**config.mk**
```make
export PLATFORM = sky130hd
export DESIGN_NAME = inst_rom_arbiter
export DESIGN_NICKNAME = d
export VERILOG_FILES = /design/src/rtl/inst_rom_arbiter_pkg.sv /design/src/rtl/inst_rom_arbiter_starve_cnt.sv /design/src/rtl/inst_rom_arbiter.sv
export SDC_FILE = /design/constraint.sdc
export NUM_CORES = 1
export LEC_CHECK = 0
export CAP_MARGIN = 5
export CELL_PAD_IN_SITES_DETAIL_PLACEMENT = 2
export CELL_PAD_IN_SITES_GLOBAL_PLACEMENT = 2
export CORE_AREA = 2 2 117 119
export CTS_BUF_LIST = sky130_fd_sc_hd__clkbuf_8
export DETAILED_ROUTE_END_ITERATION = 10
export DIE_AREA = 0 0 119 121
export GPL_TIMING_DRIVEN = 0
export HOLD_SLACK_MARGIN = 0.03
export PLACE_DENSITY_LB_ADDON = 0.1
export SYNTH_ARGS = -nofsm -noshare
export SYNTH_HDL_FRONTEND = slang
export SYNTH_HIERARCHICAL = 1
export SYNTH_SLANG_ARGS = --single-unit
```
**constraint.sdc**
```tcl
create_clock -name clk -period 1.2 [get_ports clk]
set_clock_uncertainty 0.05 [all_clocks]
set_input_delay 0.12 -clock clk [delete_from_list [all_inputs] [get_ports clk]]
set_output_delay 0.12 -clock clk [all_outputs]
set_load 0.01 [all_outputs]
```
**src/rtl/inst_rom_arbiter_pkg.sv**
```systemverilog
// inst_rom_arbiter_pkg
//   Shared constants and types for the instruction-ROM arbiter.
//   - arb_owner_e      : owner of the most recent ROM access (IDLE/FETCH/DEBUG)
//   - STARVE_LIMIT_DEF : default number of denied debug cycles before debug is forced
//   - ZERO_WORD, RST_ENABLE, CHIP_ENABLE, CHIP_DISABLE, REG_BUS_W : common CPU constants
package inst_rom_arbiter_pkg;

  localparam int          REG_BUS_W        = 32;
  localparam logic [31:0] ZERO_WORD        = 32'h0000_0000;
  localparam logic        RST_ENABLE       = 1'b1;
  localparam logic        CHIP_ENABLE      = 1'b1;
  localparam logic        CHIP_DISABLE     = 1'b0;
  localparam int          STARVE_LIMIT_DEF = 4;

  typedef enum logic [1:0] {
    ARB_IDLE  = 2'd0,
    ARB_FETCH = 2'd1,
    ARB_DEBUG = 2'd2
  } arb_owner_e;

endpackage

```
**src/rtl/inst_rom_arbiter_starve_cnt.sv**
```systemverilog
// rom_arb_starve_cnt
//   Saturating 4-bit counter of consecutive cycles in which debug was denied
//   while fetch was granted.
//   Ports:
//     clk, rst  : clock, synchronous active-high reset
//     inc       : debug denied in favour of fetch this cycle
//     clr       : debug granted or not requesting
//     at_limit  : counter has reached LIMIT (debug must win next contention)
module rom_arb_starve_cnt
  import inst_rom_arbiter_pkg::*;
#(
  parameter int LIMIT = STARVE_LIMIT_DEF
) (
  input  logic clk,
  input  logic rst,
  input  logic inc,
  input  logic clr,
  output logic at_limit
);

  localparam logic [3:0] LIMIT_V = 4'(LIMIT);

  logic [3:0] cnt_q;
  logic [3:0] cnt_d;

  always_comb begin
    cnt_d = cnt_q;
    if (clr) begin
      cnt_d = 4'd0;
    end else if (inc && (cnt_q != LIMIT_V)) begin
      cnt_d = cnt_q + 4'd1;
    end
  end

  always_ff @(posedge clk) begin
    if (rst == RST_ENABLE) begin
      cnt_q <= 4'd0;
    end else begin
      cnt_q <= cnt_d;
    end
  end

  assign at_limit = (cnt_q == LIMIT_V);

endmodule

```
**src/rtl/inst_rom_arbiter.sv**
```systemverilog
// inst_rom_arbiter
//   Shares the single-ported instruction ROM between the fetch stage and a
//   debug read port. At most one grant per cycle; fetch has priority unless
//   debug has been starved for STARVE_LIMIT contended cycles. Read data is
//   registered and returned one cycle after the grant.
//   Configuration macro: INST_ROM_ARB_DBG_EN (defined = debug port enabled;
//   undefined = debug port tied off, fetch always granted, stallreq=0).
//   Ports:
//     clk, rst                      : clock, synchronous active-high reset
//     if_req/if_addr/if_gnt         : fetch request, byte address, grant (comb)
//     if_rvalid/if_rdata            : fetch response (registered)
//     dbg_req/dbg_addr/dbg_gnt      : debug request, byte address, grant (comb)
//     dbg_rvalid/dbg_rdata          : debug response (registered)
//     rom_ce/rom_addr/rom_inst      : ROM interface (rom_inst comb in addr/ce)
//     stallreq                      : fetch requested but not granted
//   Handshake: a requester holds req/addr stable until its gnt is high; the
//   transfer completes in the gnt cycle, and the matching rvalid is high for
//   exactly one cycle on the following cycle with rdata alongside.
module inst_rom_arbiter
  import inst_rom_arbiter_pkg::*;
#(
  parameter int STARVE_LIMIT = STARVE_LIMIT_DEF
) (
  input  logic        clk,
  input  logic        rst,
  input  logic        if_req,
  input  logic [31:0] if_addr,
  output logic        if_gnt,
  output logic        if_rvalid,
  output logic [31:0] if_rdata,
  input  logic        dbg_req,
  input  logic [31:0] dbg_addr,
  output logic        dbg_gnt,
  output logic        dbg_rvalid,
  output logic [31:0] dbg_rdata,
  output logic        rom_ce,
  output logic [31:0] rom_addr,
  input  logic [31:0] rom_inst,
  output logic        stallreq
);

  arb_owner_e  owner_q;
  arb_owner_e  owner_d;
  logic        if_rvalid_q,  if_rvalid_d;
  logic [31:0] if_rdata_q,   if_rdata_d;
  logic        dbg_rvalid_q, dbg_rvalid_d;
  logic [31:0] dbg_rdata_q,  dbg_rdata_d;

`ifdef INST_ROM_ARB_DBG_EN
  logic at_limit;

  rom_arb_starve_cnt #(
    .LIMIT (STARVE_LIMIT)
  ) u_starve_cnt (
    .clk      (clk),
    .rst      (rst),
    .inc      (if_gnt & dbg_req),
    .clr      (dbg_gnt | ~dbg_req),
    .at_limit (at_limit)
  );

  // Fetch wins every contention except when debug has hit its starvation limit.
  always_comb begin
    if_gnt  = 1'b0;
    dbg_gnt = 1'b0;
    if (rst != RST_ENABLE) begin
      if_gnt  = if_req & ~(dbg_req & at_limit);
      dbg_gnt = dbg_req & ~if_gnt;
    end
  end

  assign stallreq = if_req & ~if_gnt;
`else
  // Debug port is tied off; keep its inputs referenced to document intent.
  logic unused_dbg;
  assign unused_dbg = ^{dbg_req, dbg_addr};

  always_comb begin
    if_gnt  = 1'b0;
    dbg_gnt = 1'b0;
    if (rst != RST_ENABLE) begin
      if_gnt = if_req;
    end
  end

  assign stallreq = 1'b0;
`endif

  // ROM drive: address passes through unaligned; the ROM ignores bits [1:0].
  always_comb begin
    rom_ce   = CHIP_DISABLE;
    rom_addr = ZERO_WORD;
    if (if_gnt) begin
      rom_ce   = CHIP_ENABLE;
      rom_addr = if_addr;
`ifdef INST_ROM_ARB_DBG_EN
    end else if (dbg_gnt) begin
      rom_ce   = CHIP_ENABLE;
      rom_addr = dbg_addr;
`endif
    end
  end

  // Owner FSM: the next owner picks which response pair captures rom_inst.
  always_comb begin
    owner_d      = ARB_IDLE;
    if_rvalid_d  = 1'b0;
    if_rdata_d   = if_rdata_q;
    dbg_rvalid_d = 1'b0;
    dbg_rdata_d  = dbg_rdata_q;
    if (if_gnt) begin
      owner_d = ARB_FETCH;
`ifdef INST_ROM_ARB_DBG_EN
    end else if (dbg_gnt) begin
      owner_d = ARB_DEBUG;
`endif
    end
    case (owner_d)
      ARB_FETCH: begin
        if_rvalid_d = 1'b1;
        if_rdata_d  = rom_inst;
      end
      ARB_DEBUG: begin
        dbg_rvalid_d = 1'b1;
        dbg_rdata_d  = rom_inst;
      end
      default: ;
    endcase
  end

  always_ff @(posedge clk) begin
    if (rst == RST_ENABLE) begin
      owner_q      <= ARB_IDLE;
      if_rvalid_q  <= 1'b0;
      if_rdata_q   <= ZERO_WORD;
      dbg_rvalid_q <= 1'b0;
      dbg_rdata_q  <= ZERO_WORD;
    end else begin
      owner_q      <= owner_d;
      if_rvalid_q  <= if_rvalid_d;
      if_rdata_q   <= if_rdata_d;
      dbg_rvalid_q <= dbg_rvalid_d;
      dbg_rdata_q  <= dbg_rdata_d;
    end
  end

  assign if_rvalid  = if_rvalid_q;
  assign if_rdata   = if_rdata_q;
`ifdef INST_ROM_ARB_DBG_EN
  assign dbg_rvalid = dbg_rvalid_q;
  assign dbg_rdata  = dbg_rdata_q;
`else
  assign dbg_rvalid = 1'b0;
  assign dbg_rdata  = ZERO_WORD;
`endif

endmodule

```
; After elaboration in Yosys (flattened, before gate mapping)
; Cells that the tools add are included.
[totals]
ff_bits = 33
inputBits = 100
elab_cells = 8
[op_classes]
eq_ne = 1
mux = 5
[ops]
columns = operator, count
row1 = 32-bit 2-to-1 mux, 1
row2 = 1-bit 2-to-1 mux, 4
row3 = "2-bit by 1-bit == test with 1-bit output, second input constant", 1

; Longest topological paths before layout
[logic_depth]
word_depth = 4
depth_mapped = 4
mapped_depth_nobuf = 2

; Worst setup path after synthesis
; OpenSTA, ideal clock, no wires.
[synth_timing]
kind = input -> output
from = input if_req
to = output rom_addr[22]
t_arrival_ps = 772
required_time_ps = 1030
slack_ps = 258
stages = 4
path_buffers = 2
path_cell_list = buf_4 nor2b_4 buf_6 and2_1
[synth_via]
elab_chain_cells = 2
[synth_lines]
columns = element, line
row1 = "start, declared", inst_rom_arbiter.sv:26  ; input logic if_req,
row2 = 1-bit 2-to-1 mux, inst_rom_arbiter.sv:81  ; if (rst != RST_ENABLE) begin
row3 = via if_gnt, inst_rom_arbiter.sv:28  ; output logic if_gnt,
row4 = 32-bit 2-to-1 mux, inst_rom_arbiter.sv:93  ; if (if_gnt) begin
row5 = "end, declared", inst_rom_arbiter.sv:37  ; output logic [31:0] rom_addr,
; The timed path passes the listed nets, and every way through them passes these cells.

; Worst setup path in the final report
[layout_timing]
from = input if_req
to = output rom_addr[10]
[layout_via]
elab_chain_cells = 2
[layout_lines]
columns = element, line
row1 = 1-bit 2-to-1 mux, inst_rom_arbiter.sv:81
row2 = 32-bit 2-to-1 mux, inst_rom_arbiter.sv:93
; No other way between the ends.

==> results.md <==
- Status: finished, final reports clean
- Average instance area after synthesis: 9.41 sq um
- Final net count: 458
- Number of design-rule violations left by the first detailed-router iteration: 32
- CP Cell Sequence: buf_12 -> nor2b_4 -> buf_6 -> buf_6 -> buf_6 -> and2_1 -> buf_6
- Clock period minus worst slack: 1170 ps
- Category of the critical setup timing path: input pin to output port
- Count of filler cells inserted in the layout: 1512
- Main flop type after synthesis: sky130_fd_sc_hd__dfxtp_1
- Origin of the critical flop-to-flop path: if_rdata[3]$_SDFFE_PP0P_
- Remaining antenna violation count: 0
- Congestion Overflow GR: 0
- Crit share post-route: 97.4%
- Clock-pin transition on the worst setup and hold timing paths: 70 ps
- Largest net degree at the start of global routing: 11
- Die footprint: 14400 sq um
- Depth of the CTS H-tree: 2
- Initial antenna violation count: 0
- Register-to-register setup slack: 530 ps
- Cell type with the highest aggregate area in the netlist: sky130_fd_sc_hd__dfxtp_1
- Post-DP HPWL: 5.16 mm
- Die outline width: 119 microns
- P&R area growth vs syn: 103%
- Count of mapped cells out of synthesis: 179
- Synthesized cell area: 1680 sq um
- Arrival time at the worst endpoint: 1000 ps
- TritonCTS Buffers: 5
- Synth warnings: 6
- Number of enable-type register cells in the synthesized netlist: 0
- Global-route wire length before repair: 10.1 mm
- Crit path required time: 1030 ps
- Number of vias after detailed routing: 1749
- Total wire length after detailed routing: 6.44 mm
- Library cell contributing the largest single delay on the critical path: sky130_fd_sc_hd__and2_1
- Dominant cells by area after synthesis: sky130_fd_sc_hd__dfxtp_1, sky130_fd_sc_hd__mux2i_1, sky130_fd_sc_hd__buf_4, sky130_fd_sc_hd__and2_1, sky130_fd_sc_hd__nor2_1
- Worst-case setup margin in the final layout: 30.8 ps
- Xor/xnor share of the synthesized area: 0%
- Yosys cell types: 11
- Vias in the first global route: 1845
- Number of buffer and inverter instances along the worst setup path: 5
- Setup Viol. Count Final: 0
- Hold path endpoint: if_rdata[31]$_SDFFE_PP0P_
- Number of cells traversed by the worst register-to-register path: 2
- Port Buffers: 131
- Most Frequent Cell on Critical Path: sky130_fd_sc_hd__buf_6
- Pwr dens: 906 nW/um^2
- Routed len/inst: 12.0 microns
- Remaining design rule violation count: 0
- Dominant combinational cell family by area after synthesis: buffers and inverters
- Most frequent cells after synthesis: sky130_fd_sc_hd__buf_4, sky130_fd_sc_hd__dfxtp_1, sky130_fd_sc_hd__and2_1, sky130_fd_sc_hd__mux2i_1, sky130_fd_sc_hd__nor2_1
- Worst max-slew margin expressed relative to the limit: 66.7%
- Proportion of synthesized chip area in sequential cells: 39.2%
- Leakage power of the design: 1.76 nW
- Post-synthesis register bit count: 33
- Kind of cell adding the most delay to the critical path: buffers and inverters
- Share of synthesized cell area in full adder, half adder and majority cells: 0%
- Fraction of final layout cells with drive strength greater than 1: 24.8%
- Top-count cell post-synth: sky130_fd_sc_hd__buf_4
- Count of final hold-check violations: 0
- Share of synthesized area spent on multiplexers: 19.0%
- Maximum fanout along the worst path: 7
- Initial core utilization: 12.9%
- Core box area: 13100 sq um
- Antenna diode count: 0
- Total Power Consumption: 3.09 mW
- CTS tree: built
- Startpoint types: input pin
- Worst Hold Path Cells: 3
- Critical Path Sink Type: output port
- Final-report max-slew violation count: 0
- GR Util All Layers: 9.04%
- Number of optimization iterations in the first detailed-route pass: 2
- Number of clock sinks: 33
- Compound-cell area share of the yosys netlist: 0%
- Chip Height: 121 microns
- Startpoint of the lowest-slack hold path: if_req
- Worst reg2reg path endpoint: if_rdata[3]$_SDFFE_PP0P_
- Insertion delay of the later-clocked pin in the worst-skew pair: 280 ps
- Placer Congestion: 0.661
- Post-synthesis async set-or-reset flop share: 0%
- Top Ports: 202
- Actual slew at the worst max-slew pin: 500 ps
- Simple-gate share of the synthesized area: 20.2%
- Detail-routed via count per cell: 3.27
- Row count: 42
- Share of the synthesized area in the top cell type: 39.2%
- Hold WC Path Type: input pin to flop
- Max Clock Freq: 0.855 GHz
- Count of max-cap constraint violations: 0
- Master cell of the clock root buffer: sky130_fd_sc_hd__clkbuf_8
- Delay contributed by the slowest stage of the critical path: 160 ps
- Largest vdd supply drop: 521 uV
- CTS max path bufs: 2
- Worst slack at placement: -356 ps
## area by class of cell
type	instances	area [sq um]	area share [%]
Timing Repair Buffer	138	1240	36.2
Sequential cell	33	661	19.4
Clock buffer	6	82.6	2.42
Buffer	47	378	11.1
Tap cell	176	220	6.46
Multi-Input combinational cell	133	800	23.4
Clock inverter	2	33.8	0.990
## tightest hold or removal path: cells and delay by family
family | cells | cell delay (ps)
simple gates | 1 | 80
buf+inv | 1 | 100
mux | 1 | 70
## metal layers
metal  part of all wire (%)  global-route usage, %
met3                    9.4                   3.81
met4                    1.1                   2.68
met5                      0                      0
met2                     52                   16.3
met1                     37                   9.56
## logic make-up after synthesis
group,after synthesis
buffers and inverters,47
flip-flops,33
multiplexers,32
other,1
AND/OR/NAND/NOR,66
## how the worst max path moves through the flow
stage                     startpoint      endpoint  slack [ps]  cells past startpoint
after CTS                     if_req  rom_addr[21]        -150                      7
after floorplan               if_req  rom_addr[22]         260                      4
after detailed placement      if_req  rom_addr[22]        -360                      5
after global placement        if_req  rom_addr[22]        -370                      5
after global routing          if_req  rom_addr[10]         -20                      7
final                         if_req  rom_addr[10]          30                      7
## registers in the layout (all words and copies together) (netlist names)
signal / count
if_rdata: 32
if_rvalid: 1
## power by group
part           switching [mW]  internal, mW
clock network           0.426         0.669
logic                   0.314         0.492
registers              0.0279          1.16
## layout by cell type (no fill, tap or decap), types with 6 or more instances in the layout
cell type and n:
sky130_fd_sc_hd__conb_1 35, sky130_fd_sc_hd__dfxtp_1 33, sky130_fd_sc_hd__buf_4 41, sky130_fd_sc_hd__and2_1 29, sky130_fd_sc_hd__clkbuf_8 6, sky130_fd_sc_hd__buf_2 15
sky130_fd_sc_hd__nor2_1 32, sky130_fd_sc_hd__dlygate4sd2_1 37, sky130_fd_sc_hd__mux2i_1 32, sky130_fd_sc_hd__buf_6 12, sky130_fd_sc_hd__clkbuf_2 6, sky130_fd_sc_hd__clkdlybuf4s50_1 64
## metrics by stage
step                      std cells  util (%)  TNS [ps]  hold slack [ps]  instance area [sq um]
after floorplan                 213         -         0              217                   1810
after global placement          520      25.5    -11290              386                   3340
after detailed placement        520      25.5    -10910              388                   3340
after CTS                       535      26.1      -818             70.9                   3410
after global routing            535      26.1     -36.7              106                   3410
final                           535      26.1         0             64.6                   3410
## what timing repair did
item                       CTS  global route
setup endpoints to repair   67            23
gates cloned                 1             0
hold endpoints to repair     2             0
hold buffers                 2             0
gates resized for setup    131            28
setup buffers                4             2
No activity file was read; power rests on OpenSTA's default activity.
